--- src/rtl/fp_stream_pkg.sv ---
// Shared constants for the FP32 result stream: word width and IEEE-754 single field layout.
package fp_stream_pkg;

    localparam int unsigned FP_DATA_W   = 32;

    localparam int unsigned FP_SIGN_BIT = 31;
    localparam int unsigned FP_EXP_MSB  = 30;
    localparam int unsigned FP_EXP_LSB  = 23;
    localparam int unsigned FP_MANT_MSB = 22;
    localparam int unsigned FP_MANT_LSB = 0;

    localparam int unsigned FP_EXP_W    = FP_EXP_MSB - FP_EXP_LSB + 1;
    localparam int unsigned FP_MANT_W   = FP_MANT_MSB - FP_MANT_LSB + 1;

    localparam logic [FP_EXP_W-1:0] EXP_ALL_ONES = '1;
    localparam logic [FP_EXP_W-1:0] EXP_ZERO     = '0;

endpackage

--- src/rtl/fp32_classify.sv ---
// Combinational FP32 classifier: flags NaN, infinity and signed/unsigned zero.
module fp32_classify
    import fp_stream_pkg::*;
(
    input  logic [FP_DATA_W-1:0] word,
    output logic                 is_nan,
    output logic                 is_inf,
    output logic                 is_zero
);

    logic [FP_EXP_W-1:0]  exp_f;
    logic [FP_MANT_W-1:0] mant_f;
    logic [FP_DATA_W-1:0] magnitude;

    always_comb begin
        exp_f                  = word[FP_EXP_MSB:FP_EXP_LSB];
        mant_f                 = word[FP_MANT_MSB:FP_MANT_LSB];
        // Zero ignores the sign bit, so -0.0 classifies the same as +0.0.
        magnitude              = word;
        magnitude[FP_SIGN_BIT] = 1'b0;

        is_nan  = (exp_f == EXP_ALL_ONES) && (mant_f != '0);
        is_inf  = (exp_f == EXP_ALL_ONES) && (mant_f == '0);
        is_zero = (magnitude == '0);
    end

endmodule

--- src/rtl/fp_result_sink.sv ---
// FIFO sink for an AXI-Stream FP32 result channel with beat counter and sticky classification flags.
module fp_result_sink
    import fp_stream_pkg::*;
#(
    parameter int unsigned DEPTH  = 8,
    parameter int unsigned DATA_W = FP_DATA_W
) (
    input  logic                     clk,
    input  logic                     rstn,
    input  logic [DATA_W-1:0]        s_axis_result_tdata,
    input  logic                     s_axis_result_tvalid,
    output logic                     s_axis_result_tready,
    input  logic                     clr,
    input  logic                     rd_en,
    output logic [DATA_W-1:0]        rd_data,
    output logic                     rd_valid,
    output logic                     empty,
    output logic                     full,
    output logic [$clog2(DEPTH):0]   level,
    output logic [15:0]              result_count,
    output logic                     nan_seen,
    output logic                     inf_seen,
    output logic                     zero_seen
);

    localparam int unsigned ADDR_W = $clog2(DEPTH);
    localparam int unsigned LVL_W  = ADDR_W + 1;

    logic [DATA_W-1:0] mem_q [DEPTH];

    logic [ADDR_W-1:0] wr_ptr_q, wr_ptr_d;
    logic [ADDR_W-1:0] rd_ptr_q, rd_ptr_d;
    logic [LVL_W-1:0]  level_q, level_d;
    logic [15:0]       count_q, count_d;
    logic              nan_q, nan_d;
    logic              inf_q, inf_d;
    logic              zero_q, zero_d;
    logic [DATA_W-1:0] rd_data_q, rd_data_d;
    logic              rd_valid_q, rd_valid_d;

    logic accept;
    logic pop;
    logic cls_nan, cls_inf, cls_zero;

    fp32_classify u_classify (
        .word    (s_axis_result_tdata[FP_DATA_W-1:0]),
        .is_nan  (cls_nan),
        .is_inf  (cls_inf),
        .is_zero (cls_zero)
    );

    always_comb begin
        full                 = (level_q == LVL_W'(DEPTH));
        empty                = (level_q == '0);
        // rstn in tready keeps the sink closed while reset is asserted, before any edge.
        s_axis_result_tready = !full && !clr && rstn;
        accept               = s_axis_result_tvalid && s_axis_result_tready;
        pop                  = rd_en && !empty && !clr;

        wr_ptr_d   = wr_ptr_q;
        rd_ptr_d   = rd_ptr_q;
        level_d    = level_q;
        count_d    = count_q;
        nan_d      = nan_q;
        inf_d      = inf_q;
        zero_d     = zero_q;
        rd_data_d  = rd_data_q;
        rd_valid_d = 1'b0;

        if (clr) begin
            wr_ptr_d = '0;
            rd_ptr_d = '0;
            level_d  = '0;
            count_d  = '0;
            nan_d    = 1'b0;
            inf_d    = 1'b0;
            zero_d   = 1'b0;
        end else begin
            if (accept) begin
                wr_ptr_d = wr_ptr_q + ADDR_W'(1);
                count_d  = count_q + 16'd1;
                nan_d    = nan_q  | cls_nan;
                inf_d    = inf_q  | cls_inf;
                zero_d   = zero_q | cls_zero;
            end
            if (pop) begin
                rd_ptr_d   = rd_ptr_q + ADDR_W'(1);
                rd_data_d  = mem_q[rd_ptr_q];
                rd_valid_d = 1'b1;
            end
            case ({accept, pop})
                2'b10:   level_d = level_q + LVL_W'(1);
                2'b01:   level_d = level_q - LVL_W'(1);
                default: level_d = level_q;
            endcase
        end
    end

    always_ff @(posedge clk or negedge rstn) begin
        if (!rstn) begin
            wr_ptr_q   <= '0;
            rd_ptr_q   <= '0;
            level_q    <= '0;
            count_q    <= '0;
            nan_q      <= 1'b0;
            inf_q      <= 1'b0;
            zero_q     <= 1'b0;
            rd_data_q  <= '0;
            rd_valid_q <= 1'b0;
        end else begin
            wr_ptr_q   <= wr_ptr_d;
            rd_ptr_q   <= rd_ptr_d;
            level_q    <= level_d;
            count_q    <= count_d;
            nan_q      <= nan_d;
            inf_q      <= inf_d;
            zero_q     <= zero_d;
            rd_data_q  <= rd_data_d;
            rd_valid_q <= rd_valid_d;
        end
    end

    // Storage is left unreset; the pointers alone decide what is valid.
    always_ff @(posedge clk) begin
        if (accept) begin
            mem_q[wr_ptr_q] <= s_axis_result_tdata;
        end
    end

    assign rd_data      = rd_data_q;
    assign rd_valid     = rd_valid_q;
    assign level        = level_q;
    assign result_count = count_q;
    assign nan_seen     = nan_q;
    assign inf_seen     = inf_q;
    assign zero_seen    = zero_q;

endmodule

--- config.mk ---
export PLATFORM = sky130hd
export DESIGN_NAME = fp_result_sink
export DESIGN_NICKNAME = d
export VERILOG_FILES = /design/src/rtl/fp_stream_pkg.sv /design/src/rtl/fp32_classify.sv /design/src/rtl/fp_result_sink.sv
export SDC_FILE = /design/constraint.sdc
export NUM_CORES = 1
export LEC_CHECK = 0
export BUFFER_PORTS_ARGS = -buffer_cell sky130_fd_sc_hd__buf_2
export CORE_ASPECT_RATIO = 0.8
export CORE_MARGIN = 1
export CORE_UTILIZATION = 59
export CTS_CLUSTER_DIAMETER = 150
export DETAILED_ROUTE_END_ITERATION = 8
export PLACE_DENSITY_LB_ADDON = 0.15
export RECOVER_POWER = 25
export SLEW_MARGIN = 20
export SYNTH_ARGS = -nofsm -noshare
export SYNTH_HDL_FRONTEND = slang
export SYNTH_HIERARCHICAL = 1
export SYNTH_SLANG_ARGS = --single-unit
--- constraint.sdc ---
create_clock -name clk -period 6.5 [get_ports clk]
set_input_delay 0.975 -clock clk [delete_from_list [all_inputs] [get_ports clk]]
set_output_delay 0.975 -clock clk [all_outputs]
set_load 0.1 [all_outputs]
==> results by group <==
Clocking
  – Reg clk slew, reported paths: 60 ps
  – Setup bufs post-CTS: 0
  – CTS hold repair buffers: 0
  – Post-CTS Resized: 0
  – CTS tree: done
  – CTS root buf: clkbuf_16
  – Clk sink count: between 300 and 400
  – Clock Path Buffers: 3
  – Clk_lat worst skew: 550 ps
  – CTS buffer count: 31
  – H-tree levels: 1

Final layout
  – Post-layout nets: 817
  – Layout cell share with drive strength beyond 1: 0.270
  – Fill cell count: 1320
  – Ant. Diodes: 0
  – Layout area overhead: 15.4%

Pwr
  – PD cells: 427 mW/mm2
  – Clock share of power: 0.320
  – Reg power frac: 0.405
  – Combinational fraction of design power: 0.275
  – Pleak: a little under 5 nW
  – Internal power: 3.99 mW
  – Net Sw Frac: 0.348
  – Peak supply drop: around 0.39 mV
  – Tot Pwr: 6.12 mW
  – Psw: around 2.1 mW

Critical path
  – FF-to-FF End: mem_q[5][31]
  – Critical path type: input pin to output pin
  – Worst Setup SP: rstn
  – Crit path to: s_axis_result_tready
  – Worst r2r path cells: 6
  – Setup crit start kind: input pin
  – R2r setup slk: around 3000 ps
  – Worst path arrival time: approximately 2700 ps
  – Crit Path Max Fanout: 64
  – Reg-to-Reg Start: level[0]
  – CP endpoint kind: output pin
  – Worst Path Required: 5520 ps

Synth
  – Post-synthesis cell type count: 47
  – Syn nets: approximately 700
  – Post-synth top area share: 0.619
  – Top FF cell, synth: edfxtp_1
  – EDFF count, synth: 256
  – #FFs+latches synth: 318
  – Area contributors post-synth: edfxtp_1 62%, dfrtp_1 12%, mux4_2 12%
  – Top-count cell post-synth: edfxtp_1
  – Ys async rst share: 0.195
  – Synth cell count leaders: 256 x edfxtp_1, 64 x mux4_2, 62 x dfrtp_1
  – Synthesized area: 0.0124 mm2
  – Avg Cell Area, Syn: between 15 and 20 um2
  – Sequential-to-total area share from yosys stat: 0.743
  – Synth warn: 6
  – Syn Inst Count: 669
  – Leading area contributor after synthesis: edfxtp_1

Routing
  – Antenna-violating nets left: 0
  – Vias/cell: 6.09
  – DRC viols: 0
  – DR WL/cell: approximately 23 um
  – DR vias: 6505
  – Final wirelength: around 24000 um
  – Initial DRC Count: roughly 550
  – Drt first pass iters: 5

GRT
  – Global-route wire length before repair: roughly 37000 um
  – Largest net degree at the start of global routing: 67
  – Initial antenna violation count: 0
  – Vias in the first global route: between 6000 and 7000
  – Total Routing Usage GR: 0.232
  – Congestion Overflow GR: 0

Timing
  – Final hold violation count: 0
  – Final Cycle Share: 0.564
  – Final setup fails: 0
  – Setup TNS: 0 ps
  – Least-Margin Pin Slew: approximately 1100 ps
  – RSZ-0062 raised after global routing: false
  – Minimum clock period: between 3000 and 4000 ps
  – Fmax: ~0.27 GHz
  – Headroom to the max-slew limit: 0.274
  – Max Slew Vio Count: 0
  – Layout Skew: between 10 and 15 ps

Placed design
  – Routability Congestion: between 0.8 and 0.9
  – Post-DP HPWL: ~14000 um
  – IO Port Bufs: between 90 and 100

Floorplanning
  – Core area: approximately 0.021 mm2
  – Ports: 96
  – Starting density of the core: 0.602
  – Die width: ~160 um
  – Die Y: ~130 um
  – Row count: 47
  – Die area: ~0.022 mm2

Worst hold path
  – Worst min path class: register to register

Run
  – Max Cap Viol: 0

Status
  – Outcome: finished, final reports clean
## placed cells by master, fill, tap and decap left out, drive strengths merged, types with 2 or more instances in the layout
| cell | n |
|---|---|
| or2 | 2 |
| xnor2 | 5 |
| nor4 | 11 |
| mux2i | 32 |
| nand4 | 7 |
| nor3 | 6 |
| o211ai | 3 |
| a22o | 3 |
| nand3 | 9 |
| dfrtp | 62 |
| or4 | 6 |
| inv | 10 |
| edfxtp | 256 |
| o21ai | 41 |
| ha | 5 |
| buf | 84 |
| mux4 | 64 |
| a21oi | 14 |
| nor2 | 13 |
| xor2 | 3 |
| nor4b | 2 |
| o31ai | 8 |
| o311ai | 2 |
| or3 | 6 |
| clkinv | 7 |
| nand2 | 50 |
| nor3b | 2 |
| clkbuf | 63 |
| nand2b | 2 |
| bufinv | 8 |
## sequential cells by signal (all words and copies together) (netlist names)
signal / count
rd_ptr_q: 3
level: 4
mem_q: 256
rd_data: 32
inf_seen: 1
nan_seen: 1
wr_ptr_q: 3
rd_valid: 1
result_count: 16
zero_seen: 1
## cells by family (layout without fill, tap and decap cells)
kind of cell,after synthesis,after routing,share of synthesized area
flip-flops,318,318,0.743
adder cells (fa/ha/maj),6,6,0.00665
XOR/XNOR,8,8,0.00564
AO/OA/AOI/OAI,78,78,0.0374
multiplexers,96,96,0.142
AND/OR/NAND/NOR,120,120,0.0492
buffers and inverters,43,173,0.0159
## cell type report
type | count | area [um2] | area share
clock inverter | 18 | 297 | 0.0207
timing repair buffer | 107 | 537 | 0.0374
multi-input combinational | 308 | 3050 | 0.212
sequential | 318 | 9250 | 0.645
tap | 269 | 337 | 0.0235
inverter | 8 | 35.0 | 0.00244
clock buffer | 40 | 840 | 0.0586
## per-stage QoR
stage	setup WS [ps]	util	instance area, um2	std cells	hold slack, ps
after detailed placement	2200	0.641	13200	1010	468
after global placement	2380	0.641	13200	1010	457
after global routing	2660	0.694	14300	1068	499
after CTS	2730	0.696	14400	1068	482
after floorplan	956	-	12400	669	607
final	2830	0.694	14300	1068	476
## critical path, stage by stage
cell,delay (ps)
buf_2,100
buf_4,720
nand2b_1,230
nor2_1,180
buf_2,450
## power by group through the flow
stage	Clock [mW]	Combinational (mW)	Sequential, mW
after floorplan	0	0.703	3.21
after global placement	0	1.67	2.51
after detailed placement	0	1.69	2.52
after CTS	1.98	1.70	2.48
after global routing	2.06	1.77	2.50
final	1.96	1.68	2.48
## layer usage
metal / part of all wire / track usage / up-vias
met4: 0.015 / 0.0473 / 0
met3: 0.060 / 0.0399 / 32
met2: 0.48 / 0.374 / 223
met5: 0 / 0 / -
met1: 0.44 / 0.339 / 3354
li1: - / - / 2896
## worst min path at each step
stage,start,slack [ps],to,cells after the start
after CTS,rd_data[6],480,rd_data[6],2
after floorplan,wr_ptr_q[1],610,wr_ptr_q[1],2
final,rd_data[15],480,rd_data[15],2
after detailed placement,rd_data[1],470,rd_data[1],2
after global routing,rd_data[1],500,rd_data[1],2
after global placement,rd_data[23],460,rd_data[23],2
No activity file was read; power rests on OpenSTA's default activity.
